===== config.mk =====
export PLATFORM = sky130hd
export DESIGN_NAME = afe_calib_sequencer
export DESIGN_NICKNAME = d
export VERILOG_FILES = /design/src/rtl/afe_calib_sequencer.sv
export SDC_FILE = /design/constraint.sdc
export NUM_CORES = 1
export LEC_CHECK = 0
export BUFFER_PORTS_ARGS = -buffer_cell sky130_fd_sc_hd__buf_2
export CORE_UTILIZATION = 63
export CTS_CLUSTER_DIAMETER = 150
export DETAILED_ROUTE_END_ITERATION = 8
export GPL_TIMING_DRIVEN = 0
export PLACE_DENSITY = 0.85
export SETUP_SLACK_MARGIN = 0.5
export SLEW_MARGIN = 20
export SYNTH_ARGS = -nofsm -noshare
export SYNTH_HDL_FRONTEND = slang
export SYNTH_SLANG_ARGS = --single-unit
export TNS_END_PERCENT = 1

===== constraint.sdc =====
create_clock -name CLK -period 5 [get_ports CLK]
set_input_delay 0.5 -clock CLK [delete_from_list [all_inputs] [get_ports CLK]]
set_output_delay 0.5 -clock CLK [all_outputs]
set_load 0.005 [all_outputs]

===== src/rtl/afe_calib_sequencer.sv =====
// Multi-channel LED/AFE calibration: per-channel SAR DC-comp search, monotonic PGA gain search,
// then slot-multiplexed run mode. Optional CAL_AVG4_EN averages 4 samples per calibration step.
module afe_calib_sequencer #(
  parameter int unsigned NUM_CH     = 2,
  parameter int unsigned ADC_W      = 8,
  parameter int unsigned DAC_W      = 7,
  parameter int unsigned GAIN_W     = 4,
  parameter int unsigned SETTLE_CYC = 16,
  parameter int unsigned SLOT_CYC   = 64,
  parameter int unsigned TARGET_MID = 127,
  parameter int unsigned CLIP_HI    = 250,
  parameter int unsigned CLIP_LO    = 5
) (
  input  logic                                         CLK,
  input  logic                                         rst,
  input  logic                                         start,
  input  logic [ADC_W-1:0]                             adc_data,
  input  logic                                         adc_valid,
  output logic [NUM_CH-1:0]                            led_en,
  output logic [DAC_W-1:0]                             dc_comp,
  output logic [GAIN_W-1:0]                            pga_gain,
  output logic                                         busy,
  output logic                                         cal_done,
  output logic [NUM_CH-1:0]                            cal_err,
  output logic [ADC_W-1:0]                             sample_data,
  output logic [((NUM_CH > 1) ? $clog2(NUM_CH) : 1)-1:0] sample_ch,
  output logic                                         sample_valid
);

  localparam int unsigned CH_W  = (NUM_CH > 1) ? $clog2(NUM_CH) : 1;
  localparam int unsigned CNT_W = $clog2(SLOT_CYC + 1);
  localparam int unsigned BIT_W = (DAC_W > 1) ? $clog2(DAC_W) : 1;

  localparam logic [CNT_W-1:0]  SETTLE    = CNT_W'(SETTLE_CYC);
  localparam logic [CNT_W-1:0]  SLOT_LAST = CNT_W'(SLOT_CYC - 1);
  localparam logic [ADC_W-1:0]  TARGET    = ADC_W'(TARGET_MID);
  localparam logic [ADC_W-1:0]  CLIP_H    = ADC_W'(CLIP_HI);
  localparam logic [ADC_W-1:0]  CLIP_L    = ADC_W'(CLIP_LO);
  localparam logic [DAC_W-1:0]  DAC_MSB   = DAC_W'(1 << (DAC_W - 1));
  localparam logic [CH_W-1:0]   LAST_CH   = CH_W'(NUM_CH - 1);

  typedef enum logic [2:0] {StIdle, StDcSearch, StGainSearch, StNextCh, StRun} state_e;

  state_e state_q, state_d;

  logic [CH_W-1:0]   ch_q;
  logic [NUM_CH-1:0] led_q;
  logic [DAC_W-1:0]  dc_q;
  logic [GAIN_W-1:0] gain_q;
  logic [BIT_W-1:0]  bit_q;
  logic [CNT_W-1:0]  cnt_q;
  logic [NUM_CH-1:0] err_q;
  logic [DAC_W-1:0]  dc_tab_q   [NUM_CH];
  logic [GAIN_W-1:0] gain_tab_q [NUM_CH];
  logic [ADC_W-1:0]  sdata_q;
  logic [CH_W-1:0]   sch_q;
  logic              svalid_q;
  logic              captured_q;

  logic              settled, step_fire, clip, gain_max, last_ch, ld_cal;
  logic [ADC_W-1:0]  step_sample;
  logic [DAC_W-1:0]  dc_kept;
  logic [CH_W-1:0]   nxt_ch, ld_ch;

`ifdef CAL_AVG4_EN
  logic [1:0]        avg_q;
  logic [ADC_W+1:0]  sum_q, sum_next;
`endif

  function automatic logic [NUM_CH-1:0] onehot(input logic [CH_W-1:0] idx);
    logic [NUM_CH-1:0] oh;
    oh = '0;
    for (int unsigned i = 0; i < NUM_CH; i++) oh[i] = (idx == CH_W'(i));
    return oh;
  endfunction

  always_comb begin
    settled = (cnt_q == '0);
`ifdef CAL_AVG4_EN
    sum_next    = sum_q + {2'b00, adc_data};
    step_fire   = settled && adc_valid && (avg_q == 2'd3);
    step_sample = sum_next[ADC_W+1:2];
`else
    step_fire   = settled && adc_valid;
    step_sample = adc_data;
`endif
    clip     = (step_sample > CLIP_H) || (step_sample < CLIP_L);
    gain_max = (gain_q == '1);
    dc_kept  = (step_sample < TARGET) ? (dc_q & ~(DAC_W'(1) << bit_q)) : dc_q;
    last_ch  = (ch_q == LAST_CH);
    nxt_ch   = last_ch ? '0 : ch_q + 1'b1;
    ld_ch    = (state_q == StNextCh) ? nxt_ch : '0;
    // Entry into a channel's DC search: fresh start, restart from RUN, or advancing channels.
    ld_cal   = ((state_q == StIdle || state_q == StRun) && start) ||
               ((state_q == StNextCh) && !last_ch);
  end

  always_ff @(posedge CLK) begin
    if (rst) state_q <= StIdle;
    else     state_q <= state_d;
  end

  always_comb begin
    state_d = state_q;
    case (state_q)
      StIdle:       if (start) state_d = StDcSearch;
      StDcSearch:   if (step_fire && bit_q == '0) state_d = StGainSearch;
      StGainSearch: if (step_fire && (clip || gain_max)) state_d = StNextCh;
      StNextCh:     state_d = last_ch ? StRun : StDcSearch;
      StRun:        if (start) state_d = StDcSearch;
      default:      state_d = StIdle;
    endcase
  end

  always_comb begin
    busy         = (state_q == StDcSearch) || (state_q == StGainSearch);
    cal_done     = (state_q == StRun);
    led_en       = led_q;
    dc_comp      = dc_q;
    pga_gain     = gain_q;
    cal_err      = err_q;
    sample_data  = sdata_q;
    sample_ch    = sch_q;
    sample_valid = svalid_q;
  end

  always_ff @(posedge CLK) begin
    if (rst) begin
      ch_q       <= '0;
      led_q      <= '0;
      dc_q       <= '0;
      gain_q     <= '0;
      bit_q      <= '0;
      cnt_q      <= '0;
      err_q      <= '0;
      sdata_q    <= '0;
      sch_q      <= '0;
      svalid_q   <= 1'b0;
      captured_q <= 1'b0;
      for (int unsigned i = 0; i < NUM_CH; i++) begin
        dc_tab_q[i]   <= '0;
        gain_tab_q[i] <= '0;
      end
`ifdef CAL_AVG4_EN
      avg_q <= '0;
      sum_q <= '0;
`endif
    end else begin
      svalid_q <= 1'b0;
      if (ld_cal) begin
        ch_q   <= ld_ch;
        led_q  <= onehot(ld_ch);
        dc_q   <= DAC_MSB;
        gain_q <= '0;
        bit_q  <= BIT_W'(DAC_W - 1);
        cnt_q  <= SETTLE;
        if (state_q == StRun) err_q <= '0;
`ifdef CAL_AVG4_EN
        avg_q <= '0;
        sum_q <= '0;
`endif
      end else begin
        case (state_q)
          StDcSearch, StGainSearch: begin
            if (!settled) begin
              cnt_q <= cnt_q - 1'b1;
            end else if (step_fire) begin
              cnt_q <= SETTLE;
`ifdef CAL_AVG4_EN
              avg_q <= '0;
              sum_q <= '0;
`endif
              if (state_q == StDcSearch) begin
                if (bit_q == '0) begin
                  dc_q          <= dc_kept;
                  dc_tab_q[ch_q] <= dc_kept;
                end else begin
                  dc_q  <= dc_kept | (DAC_W'(1) << (bit_q - 1'b1));
                  bit_q <= bit_q - 1'b1;
                end
              end else if (clip) begin
                gain_tab_q[ch_q] <= (gain_q == '0) ? '0 : gain_q - 1'b1;
                if (gain_q == '0) err_q[ch_q] <= 1'b1;
              end else if (gain_max) begin
                gain_tab_q[ch_q] <= gain_q;
              end else begin
                gain_q <= gain_q + 1'b1;
              end
            end
`ifdef CAL_AVG4_EN
            else if (adc_valid) begin
              avg_q <= avg_q + 1'b1;
              sum_q <= sum_next;
            end
`endif
          end
          StNextCh: begin
            // Only reached on the last channel; enter RUN at slot 0 of channel 0.
            cnt_q      <= '0;
            ch_q       <= nxt_ch;
            led_q      <= onehot(nxt_ch);
            dc_q       <= dc_tab_q[nxt_ch];
            gain_q     <= gain_tab_q[nxt_ch];
            captured_q <= 1'b0;
          end
          StRun: begin
            if (cnt_q >= SETTLE && !captured_q && adc_valid) begin
              sdata_q    <= adc_data;
              sch_q      <= ch_q;
              svalid_q   <= 1'b1;
              captured_q <= 1'b1;
            end
            if (cnt_q == SLOT_LAST) begin
              cnt_q      <= '0;
              ch_q       <= nxt_ch;
              led_q      <= onehot(nxt_ch);
              dc_q       <= dc_tab_q[nxt_ch];
              gain_q     <= gain_tab_q[nxt_ch];
              captured_q <= 1'b0;
            end else begin
              cnt_q <= cnt_q + 1'b1;
            end
          end
          default: ;
        endcase
      end
    end
  end

endmodule


; ---- Word-level counts from Yosys, hierarchy flattened
; Memory sizes are Yosys's and may differ from the RTL's.
; Index checks and enable logic that the tools add are counted.
[classes]
n_addsub = 6
n_mul = 0
n_div = 0
magnitude_cmp = 6
n_eq_ne = 26
n_shift = 2
n_mux = 88
bitwise_logic = 10
n_reduce_logical = 47
[ops]
columns = operator, n
row1 = 2-to-1 mux 7 bit, 11
row2 = case mux 7 bit (3 select lines), 2
row3 = 2-to-1 mux 1 bit, 39
row4 = 2-to-1 mux 4 bit, 9
row5 = 2-to-1 mux 3 bit, 10
row6 = inequality test 2 bit (second input constant), 11
row7 = 2-to-1 mux 2 bit, 10
row8 = AND reduction 5 bit, 4
row9 = AND reduction 7 bit, 2
row10 = nonzero test 2 bit, 7
row11 = << shifter 1 x 3 -> 7 bit (first input constant), 2
row12 = inequality test 3 bit (second input constant), 4
row13 = case mux 3 bit (4 select lines), 1
row14 = case mux 4 bit (3 select lines), 1
row15 = AND reduction 3 bit, 3
row16 = greater-than comparator 8 bit (second input constant), 1
row17 = logical AND 1 bit, 8
row18 = < comparator 8 x 3 -> 1 bit (second input constant), 1
row19 = < comparator 8 x 7 -> 1 bit (second input constant), 1
row20 = adder 7 x 1 -> 7 bit (second input constant), 1
row21 = AND 7 bit, 1
row22 = equality test 7 x 6 -> 1 bit (second input constant), 1
row23 = greater-or-equal comparator 7 x 5 -> 1 bit (second input constant), 1
row24 = logical NOT 7 bit, 1
row25 = 34 further kinds, 53
[word_totals]
ff_bits = 40
latchBits = 0
ram_bits = 22
rom_bits = 0
in_bits = 12
out_inout_bits = 27
word_cells = 202
mem_count = 2
[memory_table]
columns = name, words, width, read_ports, rd_clocked_by_memory_dff, wr, line_no
row1 = dc_tab_q, 2, 7, 1, 0, 2, 53  ; logic [DAC_W-1:0] dc_tab_q [NUM_CH];
row2 = gain_tab_q, 2, 4, 1, 0, 2, 54  ; logic [GAIN_W-1:0] gain_tab_q [NUM_CH];

; ---- Depth between registers and ports, before layout
[logic_depth]
word_depth = 13
mapped_depth = 8
depth_no_buf = 7

; ---- Worst setup path after synthesis
; OpenSTA, ideal clock, no wires.
[synth_path]
path_type = flip-flop to flip-flop
start = register cnt_q[0]
end = memory dc_tab_q[0][0] (enable)
setup_time_ps = 323
t_arrival_ps = 2222
required_time_ps = 4677
slack_ps = 2455
stages_incl_launch_ff = 9
n_path_buf = 1
synth_period_minus_slack_ps = 2545
cell_sequence = dfxtp_1 -> inv_1 -> ha_1 -> and4bb_1 -> nand2_2 -> or4_4 -> or4_1 -> buf_2 -> nand2_1
[synth_lines]
columns = item, line_no
row1 = "start, declared", 51  ; logic [CNT_W-1:0] cnt_q;
row2 = "start signal, assigned", 166  ; cnt_q <= cnt_q - 1'b1;
row3 = "start signal, assigned", 221  ; cnt_q <= cnt_q + 1'b1;
row4 = "end, declared", 53

==> results <==
- The synthesized design contains 22 enable-type register cells.
- Buffers inserted during clock tree synthesis total 9.
- In this run the horizontal extent of the chip is 75.6 um.
- For this design, the slowest cell found on the critical path is sky130_fd_sc_hd__or4_4.
- The H-tree generated during clock tree synthesis spans 3 levels.
- The vertical die dimension is ~76 um.
- Clock-pin slew was measured on the worst setup and hold paths at 0.06 ns.
- The average wire per standard cell is roughly 17 um.
- Setup violations remaining at the end of the flow were counted as 0.
- At the pin with the least slew margin, the transition time is around 1.0 ns.
- In this run the standard cell core region covers 5170 um2.
- The number of inserted diodes is 0.
- In this run, the number of DRC markers left after iteration 0 of detailed routing was 317.
- In the final design database the tool counted 452 nets.
- In this run the worst hold path is classified as primary input to flip-flop.
- The final count of hold timing violations was 0.
- The final routed wirelength across all metal layers is roughly 9 mm.
- The total power divided by cell area is approximately 330 nW/um2.
- The critical path in this run is classified as flip-flop to flip-flop.
- The largest net degree at the start of global routing is 11.
- The total congestion overflow is 0.
- The post-CTS repair timing setup buffer count is 0.
- Traced cell by cell, the critical path runs through inv_1 -> ha_1 -> and4bb_1 -> nand2_2 -> or4_4 -> or4_1 -> buf_2 -> nand2_1.
- The portion of the clock cycle consumed by the worst path in the final layout is 57.8%.
- The register area share after synthesis is 42.2%.
- In this run, synthesis produced a sequential element count of 61.
- After clock tree synthesis, the repair step resized 0 gates.
- The number of global-route vias before repair is 2891.
- The filler cells instantiated in the layout total 395.
- CTS placed an instance of sky130_fd_sc_hd__clkbuf_8 at the clock tree root.
- For this block, the via count after detailed routing is 3338.
- Once the floorplan was initialized, standard cells occupied 66.0% of the core.
- The remaining max-slew budget at the tightest pin is approximately 33%.
- Setup repair after global routing left no endpoint under its margin.
- The data required time at the worst endpoint is 5.00 ns.
- For the worst setup path, the data arrival time is ~2.9 ns.
- During synthesis, Yosys emitted a total of 0 warnings.
- The netlist area before placement is 3420 um2.
- In the routed layout, each cell is associated on average with a via count of ~6.6.
- The area of the die is 5720 um2.
- The global routing usage summed across all routing layers is 32.6%.
- The number of antenna violations at the first check in global routing is 0.
- The number of distinct library cells after synthesis is 64.
- The number of max-cap violations is 0.
- The number of sinks on the clock net is 61.
- The flow ran to the end, and the final reports show no timing, DRC or antenna violations.
- Leaving out fill and tap cells, the most frequent cell in the layout is sky130_fd_sc_hd__nor2_1.
- The remaining design rule violation count is 0.
- Once detail routing completed, the nets flagged for antenna violations numbered 0.
- The async set or reset register ratio after synthesis is 0%.
- The number of hold buffers added after CTS is 0.
- The number of iterations in the first detailed-routing pass is 5.
- The leading register cell type out of synthesis is sky130_fd_sc_hd__dfxtp_1.
- The global placement routability congestion is around 0.94.
- Dividing the synthesized area by the synthesized cell count gives between 8 and 9 um2.
- The highest net fanout along the worst path is 8.
- In the final layout, the multi-input gates occupy 1830 um2.
- The critical path depth is 8.
- The library cells used most frequently in the layout, excluding fill and tap cells, are sky130_fd_sc_hd__nor2_1 (53), sky130_fd_sc_hd__buf_2 (46), sky130_fd_sc_hd__dfxtp_1 (39).
- The clock latency of the later-clocked register in the worst-skew pair is 0.34 ns.
- The number of cell rows is 26.
- The number of buffers between clock root and the deepest sink is 2.
- The net count after synthesis is slightly above 400.
- The largest single stage delay on the critical path is 0.53 ns.
- The cell count of the worst reg-to-reg path is 8.
- The category of the worst setup path capture point is a flip-flop.
- The accumulated negative setup slack is 0 ns.
- The count of final max-slew check failures is 0.
- The HPWL after detailed placement is 6.43 mm.
- In the final layout, the share of cells above drive strength 1 is 15.9%.
- Based on the critical path, the design can be clocked at up to 346 MHz.
- The completed layout was analyzed and its total power is between 0.001 and 0.0015 W.
- Synthesis produced a netlist whose cell count is 385.
- The final clock skew is 0.0116 ns.
- The cell family contributing the most delay on the critical path is simple AND/OR/NAND/NOR gates.
- Pin placement for this block handled 39 I/O pins.
- The TritonCTS clock tree is built.
- The worst setup path is launched from a flip-flop.
- The first global-routing pass estimated 13.7 mm of wire.
- The count of buffers added on input and output ports is 38.
- The critical path buffer and inverter count is 2.
- The worst hold path stage count is 3.
- For the finished layout, the period the worst path requires is 2.89 ns.
- Across the whole layout, storage elements account for about 1400 um2.
- From synthesis to final layout, the design area changed by 13.3%.
- The leakage dissipation is around 1.5 nW.
- VDD sags by at most ~0.28 mV.
cells by family after synthesis:
kind of cell    share of synthesized area, %
compound gates                          20.4
xor+xnor                               0.256
fa+ha+maj                               2.20
buf+inv                                 4.25
flops                                   42.2
mux                                     8.10
simple gates                            22.6
cells in the mapped netlist (all sizes together) (2+ instances only):
cell,instances,area (um2)
a41oi,3,26.3
a311oi,2,17.5
nor4,3,18.8
inv,10,37.5
or2,2,12.5
nand2b,3,18.8
or4,4,33.8
a22oi,3,22.5
ha,6,75.1
a211oi,7,52.6
a31oi,6,37.5
nand4,3,18.8
o31ai,6,45.0
nand3,14,70.1
edfxtp,22,661
nor2,53,199
a21o,2,15.0
nand2,18,70.1
dfxtp,39,781
mux2i,22,220
a21oi,29,145
nor3,16,85.1
buf,10,51.3
a31o,2,17.5
o2111ai,2,17.5
and2,3,18.8
a32o,3,30.0
o22ai,3,18.8
nor3b,4,30.0
and3,4,25.0
o21a,4,30.0
o21ai,21,105
or3,5,31.3
nor2b,6,37.5
o211ai,3,22.5
mux2,5,56.3
clkbuf,15,56.3
a221o,3,30.0
or3b,3,26.3
path summary, 6_finish.rpt:
path | startpoint | endpoint | slack, ns
max | cnt_q[0] | dc_tab_q[0][0] | 2.11
min reg2reg | captured_q | sample_valid | 0.46
max reg2reg | cnt_q[0] | dc_tab_q[0][0] | 2.11
min | adc_data[0] | sample_data[0] | 0.43
layer usage:
layer / vias to the layer above / part of all wire (%) / GRT usage, %
met2: 194 / 47 / 51.1
met1: 1582 / 42 / 43.8
met3: 19 / 9.4 / 7.28
li1: 1543 / - / -
met4: 0 / 1.7 / 13.0
met5: - / 0 / 0
sequential cells by signal, summed over array words and instances (netlist names):
name	count
captured_q	1
ch_q	1
sample_data	8
sample_valid	1
cal_err	2
dc_tab_q	14
bit_q	3
pga_gain	4
state_q	3
gain_tab_q	8
sample_ch	1
cnt_q	7
led_en	1
dc_comp	7
final cells by class:
class | instances | area share, %
plain buffers | 25 | 2.78
clock buffers | 13 | 3.59
clock inverters | 3 | 0.970
inverters | 10 | 0.970
multi-input cells | 289 | 47.3
flip-flops and latches | 61 | 37.2
well taps | 70 | 2.26
repair buffers | 38 | 4.91
power by group:
part	leakage (nW)	switching (W)	total, W	internal, W
clock	0.0867	0.000184	0.000411	0.000228
combinational	0.838	0.000188	0.000302	0.000114
sequential	0.543	0.0000177	0.000554	0.000537
per-stage QoR:
stage / hold slack, ns / util, % / cells / worst slack (ns) / area [um2]
after floorplan: 0.421 / - / 385 / 2.45 / 3420
after global placement: 0.451 / 71.4 / 493 / 2.16 / 3690
after detailed placement: 0.450 / 71.4 / 493 / 2.12 / 3690
after CTS: 0.426 / 74.8 / 509 / 2.10 / 3870
after global routing: 0.438 / 74.8 / 509 / 1.97 / 3870
final: 0.427 / 74.8 / 509 / 2.11 / 3870
worst reg2reg max path: cells and delay by family, from the launching register on:
| family | cells | cell delay [ns] |
|---|---|---|
| flip-flops | 1 | 0.36 |
| buffers and inverters | 2 | 0.31 |
| adder cells (fa/ha/maj) | 1 | 0.20 |
| AND/OR/NAND/NOR | 5 | 1.68 |
(Power assumes the default switching activity.)
